## src/rtl/seq_compare.sv

```systemverilog
// seq_compare: multi-cycle chunked magnitude/equality comparator, MS chunk first with early exit
// Ports: clk, reset (sync, active-high); start/mode/inA/inB request inputs;
//        busy (scanning), done (one-cycle result strobe), outC (mode result), outEq (A==B), outLt (A<B)
module seq_compare #(
  parameter int WIDTH = 32,
  parameter int CHUNK = 8
) (
  input  logic             clk,
  input  logic             reset,
  input  logic             start,
  input  logic [2:0]       mode,
  input  logic [WIDTH-1:0] inA,
  input  logic [WIDTH-1:0] inB,
  output logic             busy,
  output logic             done,
  output logic             outC,
  output logic             outEq,
  output logic             outLt
);
  localparam int NCH = WIDTH / CHUNK;
  localparam int IW = NCH > 1 ? $clog2(NCH) : 1;
  localparam logic [IW-1:0] TOP = IW'(NCH - 1);
  localparam logic [CHUNK-1:0] MSB = CHUNK'(1) << (CHUNK - 1);
  typedef enum logic [1:0] {IDLE, COMPARE, DONE} stateT;
  stateT state, nextState;
  logic [WIDTH-1:0] aReg, bReg;
  logic [2:0] modeReg;
  logic [IW-1:0] idx;
  logic [CHUNK-1:0] flip, aChunk, bChunk;
  logic signedMode, chunkEq, chunkLt, finish, accept, resC;
  // Flipping the sign bit of the top chunk turns a two's-complement compare into an unsigned one
  always_comb begin
    signedMode = modeReg == 3'd3 || modeReg == 3'd5;
    flip = (signedMode && idx == TOP) ? MSB : '0;
    aChunk = aReg[idx*CHUNK +: CHUNK] ^ flip;
    bChunk = bReg[idx*CHUNK +: CHUNK] ^ flip;
    chunkEq = aChunk == bChunk;
    chunkLt = aChunk < bChunk;
    finish = state == COMPARE && (!chunkEq || idx == '0);
    accept = start && state != COMPARE;
    resC = modeReg == 3'd0 ? chunkEq :
           modeReg == 3'd1 ? !chunkEq :
           (modeReg == 3'd2 || modeReg == 3'd3) ? chunkLt :
           (modeReg == 3'd4 || modeReg == 3'd5) ? !chunkLt : 1'b0;
    nextState = accept ? COMPARE : finish ? DONE : state == DONE ? IDLE : state;
    busy = state == COMPARE;
    done = state == DONE;
  end
  always_ff @(posedge clk) begin
    if (reset) begin
      state <= IDLE;
      aReg <= '0;
      bReg <= '0;
      modeReg <= '0;
      idx <= '0;
      outC <= 1'b0;
      outEq <= 1'b0;
      outLt <= 1'b0;
    end else begin
      state <= nextState;
      if (accept) begin
        aReg <= inA;
        bReg <= inB;
        modeReg <= mode;
        idx <= TOP;
      end else if (state == COMPARE) begin
        idx <= idx - 1'b1;
      end
      if (finish) begin
        outC <= resC;
        outEq <= chunkEq;
        outLt <= chunkLt;
      end
    end
  end
endmodule

```

## config.mk

```make
export PLATFORM = sky130hd
export DESIGN_NAME = seq_compare
export DESIGN_NICKNAME = d
export VERILOG_FILES = /design/src/rtl/seq_compare.sv
export SDC_FILE = /design/constraint.sdc
export NUM_CORES = 1
export LEC_CHECK = 0
export CAP_MARGIN = 20
export CORE_MARGIN = 1
export CORE_UTILIZATION = 52
export CTS_BUF_LIST = sky130_fd_sc_hd__clkbuf_4
export DETAILED_ROUTE_END_ITERATION = 12
export GPL_TIMING_DRIVEN = 0
export PLACE_DENSITY = 0.94
export SLEW_MARGIN = 20
export SYNTH_ARGS = -nofsm -noshare
export SYNTH_HDL_FRONTEND = slang
export SYNTH_SLANG_ARGS = --single-unit
```

## constraint.sdc

```tcl
create_clock -name clk -period 3.15 [get_ports clk]
set_input_delay 0.315 -clock clk [delete_from_list [all_inputs] [get_ports clk]]
set_output_delay 0.315 -clock clk [all_outputs]
set_load 0.01 [all_outputs]
```

==> load_flow_metrics.sql, run 1 <==
INSERT INTO impl_metrics (metric_group, metric, value, unit) VALUES
('outcome', 'outcome', 'complete, no violations', ''),
('global_routing', 'grt-ovfl-total', '0', ''),
('finish', 'num_antenna_cells', '0', ''),
('sta', 'finalClockSkew', '0.00906', 'ns'),
('die', 'chip_width', '81.2', 'µm'),
('finish', 'fin_area', '4250', 'µm²'),
('clock_tree', 'htree_num_levels', '3', ''),
('logic_synthesis', 'post_synth_inst_count', '378', ''),
('clock_tree', 'cts.sink_count', '74', ''),
('clock_tree', 'clk-insertion-delay-late', '0.44', 'ns'),
('die', 'rows', '28', ''),
('logic_synthesis', 'synth_area', '3260', 'µm²'),
('setup_path', 'setup.reg_to_reg.worst_slack', '0.11', 'ns'),
('clock_tree', 'total_clock_buffers_created_by_cts', '9', ''),
('power', 'p_clk_frac', '0.274', ''),
('power', 'internal_power', '1.52', 'mW'),
('logic_synthesis', 'number_of_warnings_issued_by_yosys', '0', ''),
('finish', 'post_layout_nonfiller_instances', '542', ''),
('place', 'dp_hpwl', '6.24', 'mm'),
('run', 'drv_cap', '0', ''),
('setup_path', 'timing.critical_path.fanout_max', '19', ''),
('sta', 'fmaxAchievable', '0.329', 'GHz'),
('setup_path', 'critical_path.top_delay_family', 'simple AND/OR/NAND/NOR gates', ''),
('setup_path', 'cp_cell_sequence', 'buf_4, mux4_2, xor2_1, ha_1, nand4_2, or2_4, o21ai_4, nor3_2, a32o_1, a21o_1', ''),
('sta', 'setup_viol', '0', ''),
('setup_path', 'startpoint', 'idx[0]', ''),
('clock_tree', 'clk_pin_slew', '0.12', 'ns'),
('power', 'swShare', '0.309', ''),
('place', 'port-buffer-count', '74', ''),
('setup_path', 'arrival', '3.38', 'ns'),
('drt', 'drt_first_iter_violations', '280', ''),
('global_routing', 'grt_pass1_wl', '13.9', 'mm'),
('power', 'powerDensity', '518', 'nW/µm²'),
('sta', 'period_needed', '3.04', 'ns'),
('global_routing', 'grt_usage', '0.289', ''),
('setup_path', 'timing.rr.end', 'outC', ''),
('sta', 'timing.final.ws_setup', '0.115', 'ns'),
('place', 'pre_cts_ws', '-0.0638', 'ns'),
('die', 'die-height', '81.2', 'µm'),
('setup_path', 'crit_slowest_cell', 'mux4_2', ''),
('sta', 'total_neg_setup_slack', '0', 'ns'),
('clock_tree', 'cts_tree', 'yes', ''),
('drt', 'detail_route.first_pass.iterations', '5', ''),
('global_routing', 'initial_antenna_violation_count', '0', ''),
('setup_path', 'critical_path.startpoint_type', 'register', ''),
('logic_synthesis', 'syn_avg_cell_area', '8.62', 'µm²'),
('logic_synthesis', 'syn-num-nets', '458', ''),
('power', 'switchingPower', '680', 'µW'),
('power', 'total_power', '2.20', 'mW'),
('sta', 'final_hold_viol_count', '0', ''),
('setup_path', 'crit_type', 'reg -> reg', ''),
('min_path', 'hold_path.class', 'in -> reg', ''),
('power', 'leakage_component_of_the_power', '1.62', 'nW'),
('finish', 'post_route_cells_drive_above_1_share', '0.109', ''),
('setup_path', 'cp.depth', '10', ''),
('logic_synthesis', 'yosys_register_bits', '74', ''),
('sta', 'portion_of_the_clock_cycle_consumed_by_the_worst_path_in_the_final_layout', '0.964', ''),
('setup_path', 'critical_path_required', '3.49', 'ns'),
('die', 'initial_utilization', '0.544', ''),
('clock_tree', 'cts.repair_timing.setup_buffer_count', '0', ''),
('global_routing', 'grt_start_max_net_pins', '15', ''),
('setup_path', 'worstReg2RegStart', 'idx[0]', ''),
('place', 'post_dp_cell_area', '4090', 'µm²'),
('setup_path', 'timing.critical_path.slowest_cell_delay', '0.57', 'ns'),
('drt', 'drc', '0', ''),
('finish', 'final_core_util', '0.709', ''),
('sta', 'slew_violations', '0', ''),
('drt', 'remaining_antenna_violation_count_after_routing', '0', ''),
('drt', 'routed_wire_length', '8.69', 'mm'),
('die', 'die-area', '6590', 'µm²'),
('finish', 'num-nets-final', '542', '');
-- power by group through the flow --
stage | clock [mW] | combinational (mW) | sequential [mW]
global placement | 0 | 0.500 | 1.06
finish | 0.603 | 0.552 | 1.05
CTS | 0.606 | 0.529 | 1.04
global route | 0.658 | 0.598 | 1.05
detailed placement | 0 | 0.525 | 1.07
floorplan | 0 | 0.330 | 1.06
-- repair_timing --
action / CTS / global route
resized for setup: 1 / 2
hold buffers: 0 / 0
endpoints found under the setup margin: 1 / 2
-- metal layers --
| metal | share of wire | global-route usage | vias to the layer above | wire length, µm |
|---|---|---|---|---|
| li1 | - | - | 1446 | - |
| met1 | 0.39 | 0.350 | 1419 | 3420 |
| met2 | 0.49 | 0.477 | 167 | 4260 |
| met3 | 0.071 | 0.0640 | 47 | 617 |
| met4 | 0.045 | 0.155 | 0 | 389 |
| met5 | 0 | 0 | - | 0 |
-- how the worst max path moves through the flow --
stage,slack [ns],endpoint
final,0.11,outC
after global placement,0.09,outC
after global routing,-0.001,outC
after CTS,0.03,outC
after detailed placement,-0.06,outC
after floorplan,0.42,outC
-- Yosys cell counts, drive strengths merged --
master   instances  area, µm²
nor4             1       6.26
a21o             1       7.51
dfxtp           74       1480
a2111oi          2       23.8
clkbuf          14       52.6
o21ai            2       21.3
a32o             1       10.0
nand4            2       18.8
nor3             4       25.0
o211a            1       10.0
nand2          136        510
a211oi           4       30.0
or2              1       8.76
nor2b            3       26.3
xor2             1       8.76
buf             12       60.1
a21oi           72        360
ha              10        125
inv             11       41.3
mux4            16        360
nand2b           2       12.5
mux2i            2       20.0
nor2             4       17.5
o211ai           1       12.5
xnor2            1       8.76
-- cell type report --
type	count	area, µm²
fillers	413	1740
well taps	75	93.8
plain buffers	25	113
repair buffers	74	741
inverters	11	41.3
clock buffers	9	67.6
flip-flops and latches	74	1480
clock inverters	7	73.8
multi-input cells	267	1640
-- cell usage in the layout, fill, tap and decap left out, types with 2 or more instances in the layout --
cell type	n
nand2_1	136
dfxtp_1	74
clkdlybuf4s50_1	74
a21oi_1	72
mux4_2	16
clkbuf_1	14
inv_1	11
clkbuf_4	10
ha_1	10
buf_2	9
a211oi_1	4
nor3_1	3
nor2_1	3
inv_6	3
nor2b_1	2
nand2b_1	2
mux2i_1	2
clkinv_2	2
-- logic make-up (layout without fill, tap and decap cells) --
| group | Yosys count | in the layout | synth area share |
|---|---|---|---|
| AO/OA/AOI/OAI | 84 | 84 | 0.146 |
| XOR/XNOR | 2 | 2 | 0.00538 |
| adder cells (fa/ha/maj) | 10 | 10 | 0.0384 |
| buffers and inverters | 37 | 126 | 0.0472 |
| flip-flops | 74 | 74 | 0.455 |
| multiplexers | 18 | 18 | 0.117 |
| AND/OR/NAND/NOR | 153 | 153 | 0.192 |
-- tightest hold or removal path, stage by stage --
cell and delay (ns):
clkdlybuf4s50_1 0.39, nand2_1 0.05, a21oi_1 0.05
-- sequential cells by signal, summed over array words and instances, names as in the netlist --
signal,count
state,2
idx,2
outC,1
modeReg,3
outLt,1
outEq,1
aReg,32
bReg,32
Note: power is estimated with default switching activity, not from simulation.
==> inputs of run 2 (changes only) <==
Settings changed: CORE_MARGIN 1 to not set, RECOVER_POWER set to 25, SKIP_CTS_REPAIR_TIMING set to 1.
==> run 2 against run 1 <==
Against the previous run: worst hold slack got worse by 0.0028 ns; cell area grew 0.12%; global-route usage did not move; maximum frequency increased by 4.1%; sequential power is essentially flat; combinational power about the same; critical path depth did not move; total power rose by 0.29%; utilization is 0.084 points higher; routed wire length grew 0.64%; final cell count rose by 0.18%; non-clock buffer count increased by 1; critical path type unchanged; critical endpoint unchanged; largest cell class unchanged.
==> load_flow_metrics.sql, run 2 (same netlist as run 1, synthesis figures left out) <==
INSERT INTO impl_metrics (metric_group, metric, value, unit) VALUES
('drt', 'drt_first_iter_violations', '342', ''),
('clock_tree', 'cts_buffer_depth', '2', ''),
('outcome', 'outcome', 'complete, no violations', ''),
('place', 'pre_cts_ws', '-0.0638', 'ns'),
('finish', 'post_layout_nonfiller_instances', '543', ''),
('sta', 'grt_setup_unrepaired', 'no', ''),
('drt', 'routed_wire_length', '8.75', 'mm'),
('sta', 'setup_viol', '0', ''),
('setup_path', 'crit_type', 'reg -> reg', ''),
('finish', 'post_route_cells_drive_above_1_share', '0.107', ''),
('die', 'initial_utilization', '0.544', ''),
('clock_tree', 'cts_root_buffer', 'clkbuf_4', ''),
('drt', 'drc', '0', ''),
('drt', 'routed_wire_length_per_instance', '16.1', 'µm'),
('sta', 'finalClockSkew', '0.0149', 'ns'),
('finish', 'mostFrequentLayoutCell', 'nand2_1', ''),
('die', 'rows', '28', ''),
('power', 'internal_power', '1.52', 'mW'),
('global_routing', 'grt_start_max_net_pins', '15', ''),
('power', 'p_clk_frac', '0.276', ''),
('clock_tree', 'htree_num_levels', '3', ''),
('power', 'power.ir.vdd_worst', '0.291', 'mV'),
('finish', 'layout_common_cells', 'nand2_1 (136), dfxtp_1 (74), clkdlybuf4s50_1 (73)', ''),
('setup_path', 'worstSetupEndpointType', 'register', ''),
('drt', 'detail_route.first_pass.iterations', '7', ''),
('sta', 'final_hold_viol_count', '0', ''),
('drt', 'detailroute.via_count', '3072', ''),
('setup_path', 'reg2reg_depth', '10', ''),
('setup_path', 'arrival', '3.26', 'ns'),
('min_path', 'hold_path.class', 'in -> reg', ''),
('power', 'switchingPower', '687', 'µW'),
('global_routing', 'initial_antenna_violation_count', '0', ''),
('die', 'boundaryPins', '75', ''),
('sta', 'worstMarginPinSlew', '0.661', 'ns'),
('min_path', 'timing.hold.worst.start', 'inB[15]', ''),
('power', 'powerDensity', '519', 'nW/µm²'),
('power', 'p_comb_frac', '0.250', ''),
('global_routing', 'grt_pass1_vias', '3029', ''),
('min_path', 'holdPathEnd', 'bReg[15]', ''),
('clock_tree', 'cts.sink_count', '74', ''),
('finish', 'largest_registers', 'aReg (32), bReg (32), modeReg (3)', ''),
('power', 'pwr-share-seq', '0.474', ''),
('sta', 'fmaxAchievable', '0.343', 'GHz'),
('setup_path', 'worstReg2RegStart', 'idx[0]', ''),
('die', 'die-height', '81.2', 'µm'),
('run', 'drv_cap', '0', ''),
('global_routing', 'grt_pass1_wl', '13.9', 'mm'),
('power', 'leakage_component_of_the_power', '1.63', 'nW'),
('die', 'core_region_area', '5990', 'µm²'),
('sta', 'timing.final.ws_setup', '0.234', 'ns'),
('power', 'total_power', '2.21', 'mW'),
('place', 'placed_cells_incl_taps', '527', ''),
('setup_path', 'critical_path_required', '3.49', 'ns'),
('sta', 'slew_violations', '0', ''),
('setup_path', 'timing.critical_path.fanout_max', '10', ''),
('place', 'dp_hpwl', '6.24', 'mm'),
('place', 'routability_driven_placement_congestion_ratio', '0.844', ''),
('drt', 'remaining_antenna_violation_count_after_routing', '0', ''),
('global_routing', 'grt-ovfl-total', '0', ''),
('setup_path', 'timing.rr.end', 'outC', ''),
('sta', 'slew_headroom', '0.558', ''),
('global_routing', 'grt_usage', '0.289', ''),
('die', 'chip_width', '81.2', 'µm'),
('place', 'port-buffer-count', '74', ''),
('clock_tree', 'total_clock_buffers_created_by_cts', '9', ''),
('setup_path', 'critical_path.startpoint_type', 'register', ''),
('die', 'die-area', '6590', 'µm²'),
('finish', 'layout-area-overhead-vs-synth', '30.5', '%'),
('finish', 'num_antenna_cells', '0', ''),
('sta', 'portion_of_the_clock_cycle_consumed_by_the_worst_path_in_the_final_layout', '0.926', ''),
('drt', 'vias_per_cell', '5.66', ''),
('clock_tree', 'cts_tree', 'yes', ''),
('finish', 'num-nets-final', '543', ''),
('power', 'swShare', '0.311', ''),
('clock_tree', 'clk_pin_slew', '0.12', 'ns'),
('min_path', 'hold-path-cell-count', '3', ''),
('setup_path', 'setup.reg_to_reg.worst_slack', '0.23', 'ns'),
('sta', 'period_needed', '2.92', 'ns'),
('clock_tree', 'clk-insertion-delay-late', '0.44', 'ns');
==> run 2: per-stage QoR <==
step / instance area, µm² / setup TNS, ns / hold slack [ns] / util
final: 4250 / 0 / 0.409 / 0.710
after global routing: 4250 / 0 / 0.391 / 0.710
after CTS: 4240 / -0.0969 / 0.397 / 0.707
after detailed placement: 4090 / -0.0638 / 0.445 / 0.683
after global placement: 4090 / 0 / 0.440 / 0.683
after floorplan: 3260 / 0 / 0.432 / -
==> run 2: final cells by class <==
type / instances / area (µm²)
Buffer: 26 / 120
Clock buffer: 9 / 67.6
Clock inverter: 7 / 73.8
Fill cell: 415 / 1740
Inverter: 11 / 41.3
Multi-Input combinational cell: 267 / 1630
Sequential cell: 74 / 1480
Tap cell: 75 / 93.8
Timing Repair Buffer: 74 / 741
==> run 2: critical path, cell delays in order, from the launching register on <==
cell and delay, ns:
dfxtp_1 0.39, buf_6 0.20, clkbuf_4 0.26, mux4_2 0.56, ha_1 0.34, nor2b_4 0.14, o211ai_2 0.15, a21oi_1 0.14
a2111oi_4 0.32, mux2i_1 0.14, a21o_1 0.18
==> run 2: how the worst max path moves through the flow <==
stage | startpoint | end | slack (ns) | cells past startpoint
after global placement | idx[0] | outC | 0.09 | 10
after detailed placement | idx[0] | outC | -0.06 | 10
after floorplan | idx[0] | outC | 0.42 | 10
after global routing | idx[0] | outC | 0.01 | 10
after CTS | idx[0] | outC | -0.1 | 10
final | idx[0] | outC | 0.23 | 10
==> run 2: power groups by stage <==
stage                     registers [mW]  logic, mW  clock network [mW]
final                               1.05      0.551               0.609
after global routing                1.05      0.599               0.658
after CTS                           1.04      0.528               0.606
after detailed placement            1.07      0.525                   0
after global placement              1.06      0.500                   0
after floorplan                     1.06      0.330                   0
==> run 2: layer usage <==
metal / vias up / share of wire / GRT usage
met1: 1420 / 0.38 / 0.350
met4: 0 / 0.038 / 0.155
met3: 42 / 0.076 / 0.0640
met5: - / 0 / 0
met2: 168 / 0.50 / 0.477
li1: 1442 / - / -
==> RTL change: new RTL, config.mk and constraints of run 2 <==
Set the parameter `WIDTH` to 64 (it was 32).
--- a/src/rtl/seq_compare.sv
+++ b/src/rtl/seq_compare.sv
@@ -2,7 +2,7 @@
 // Ports: clk, reset (sync, active-high); start/mode/inA/inB request inputs;
 //        busy (scanning), done (one-cycle result strobe), outC (mode result), outEq (A==B), outLt (A<B)
 module seq_compare #(
-  parameter int WIDTH = 32,
+  parameter int WIDTH = 64,
   parameter int CHUNK = 8
 ) (
   input  logic             clk,
Ports: changed (resized inA and inB); port bits go from 75 to 139. The function was not compared with the original's and may differ.
==> RTL change against run 2 <==
- non-clock buffer count grew 95
- cell area rose by 87%
- via count is 94% higher
- clock power grew 90%
- routed wire length up 110%
- synthesized area up 85%
- worst setup slack worse by 190 ps
- synthesized cell count increased by 85%
- first-iteration DRC count up 140%
- power increased by 90%
- highest routed layer unchanged
- sequential cell count is 65 higher
- largest power group unchanged
- critical path depth increased by 2
==> RTL change: results (changes against run 2) <==
Status: completed
Clk slew on worst S/H paths: 130 ps
Largest cells by area after synthesis: dfxtp_1, nand2_1, mux4_2
Slew of the pin with the lowest slew margin: 767.0 ps (+106.2 ps)
H-tree Lvls: 4 (+1)
RePlAce Congestion: 0.8908 (+5.5%)
Largest net degree at the start of global routing: 17 (+2)
Hold Startpoint: start
Cell Area, Placed: 0.007587 mm² (+85%)
GRT Util Overall: 0.3043 (+0.01523)
CP peak stage delay: 410 ps (-150 ps)
IO Port Bufs: 137 (+85%)
Worst Hold End: state[0]
Skew final: 19.80 ps (+4.908 ps)
First-pass GRT wire length: 27220 µm (+96%)
Post-DR vias/cell: 5.876 (+3.9%)
Unique masters post-synth: 33 (+6.5%)
Vias in the first global route: 5683 (+88%)
Final Hold Viols: 0 (unchanged)
Post-synth ARST share: 0 (unchanged)
TritonCTS Buffers: 17 (+8)
Share of layout cells above drive strength 1: 0.1240 (+0.01716)
Hold Path Depth: 2 (-1)
DRT iter0 DRCs: 836 (+140%)
R2R depth: 12 (+2)
Slowest-stage cell, CP: or3_4
Initial antenna violation count: 1 (+1)
Net Count, Synth: 844 (+84%)
# nets final: 1003 (+85%)
Synthesis Warnings: 0 (unchanged)
Worst-Skew Late Latency: 570 ps (+130 ps)
Seq/Total Area, Yosys: 0.4606 (+0.006136)
WL/cell: 18.58 µm (+15%)
Leak Pwr: 3.015 nW (+85%)
Hpwl dp: 12620 µm (+100%)
R2R setup slack: 40 ps (-190 ps)
Max IR drop VDD: 275.2 µV (-5.4%)
R2r startpoint: idx[1]
Largest regs: aReg x64, bReg x64
Min Hold Slack: 208.0 ps (-201.0 ps)
Top cells by count, synth: nand2_1, dfxtp_1, a21oi_1
Crit Path Max Fanout: 10 (unchanged)
Critical path arrival: 3570 ps (+310 ps)
==> RTL change: changes by cell type after synthesis, sizes merged, moves of 2 or more <==
cell / change
a2111oi: -2
a21oi: +64
buf: +24
clkbuf: +5
dfxtp: +65
inv: -6
mux2: +7
mux2i: +8
mux4: +16
nand2: +132
nor2: +3
o21a: +2
==> RTL change: layout make-up <==
class / instances / area (µm²)
clock inverters: 15 / 148.9
inverters: 6 / 22.52
clock buffers: 17 / 127.6
flip-flops and latches: 139 / 2783
plain buffers: 55 / 305.3
fillers: 736 / 3143
multi-input cells: 499 / 2964
repair buffers: 140 / 1406
diodes: 1 / 2.502
well taps: 140 / 175.2
==> RTL change: critical path, delay by kind of cell, from the launching register on <==
family	cells	cell delay (ps)
buf+inv	3	750
simple gates	3	680
mux	2	630
flops	1	380
compound gates	3	330
fa+ha+maj	1	200
==> RTL change: routing by layer <==
layer,vias up,global-route usage,share of wire
met1,2700,0.3728,0.36
met3,109,0.07232,0.11
li1,2691,-,-
met5,-,0,0
met4,0,0.1743,0.055
met2,447,0.4902,0.47
==> RTL change: stage by stage <==
stage          cells    util  worst slack (ps)
6_report        1012  0.7163             39.77
5_1_grt         1012  0.7163             5.853
3_3_place_gp     976  0.6849             132.6
3_5_place_dp     976  0.6849             32.26
4_1_cts         1008  0.7098            -91.61
2_1_floorplan    699       -             419.0
==> RTL change: logic make-up (layout without fill, tap and decap cells) <==
group,after synthesis,after routing,share of synthesized area
multiplexers,49,49,0.1489
buffers and inverters,61,233,0.05074
adder cells (fa/ha/maj),11,11,0.02278
other,0,1,0
AO/OA/AOI/OAI,149,149,0.1305
XOR/XNOR,2,2,0.002900
flip-flops,139,139,0.4606
AND/OR/NAND/NOR,288,288,0.1835
==> RTL change: worst max path at each step <==
stage	depth (start not counted)	slack, ps	end	start
final	12	40	outC	idx[1]
after global placement	12	130	outC	idx[1]
after CTS	12	-90	outC	idx[1]
after detailed placement	12	30	outC	idx[1]
after global routing	11	6	outC	idx[0]
after floorplan	11	420	outC	idx[0]
==> RTL change: power by group <==
part	internal [mW]	switching (mW)
sequential	1.89	0.0875
combinational	0.506	0.535
clock	0.467	0.696
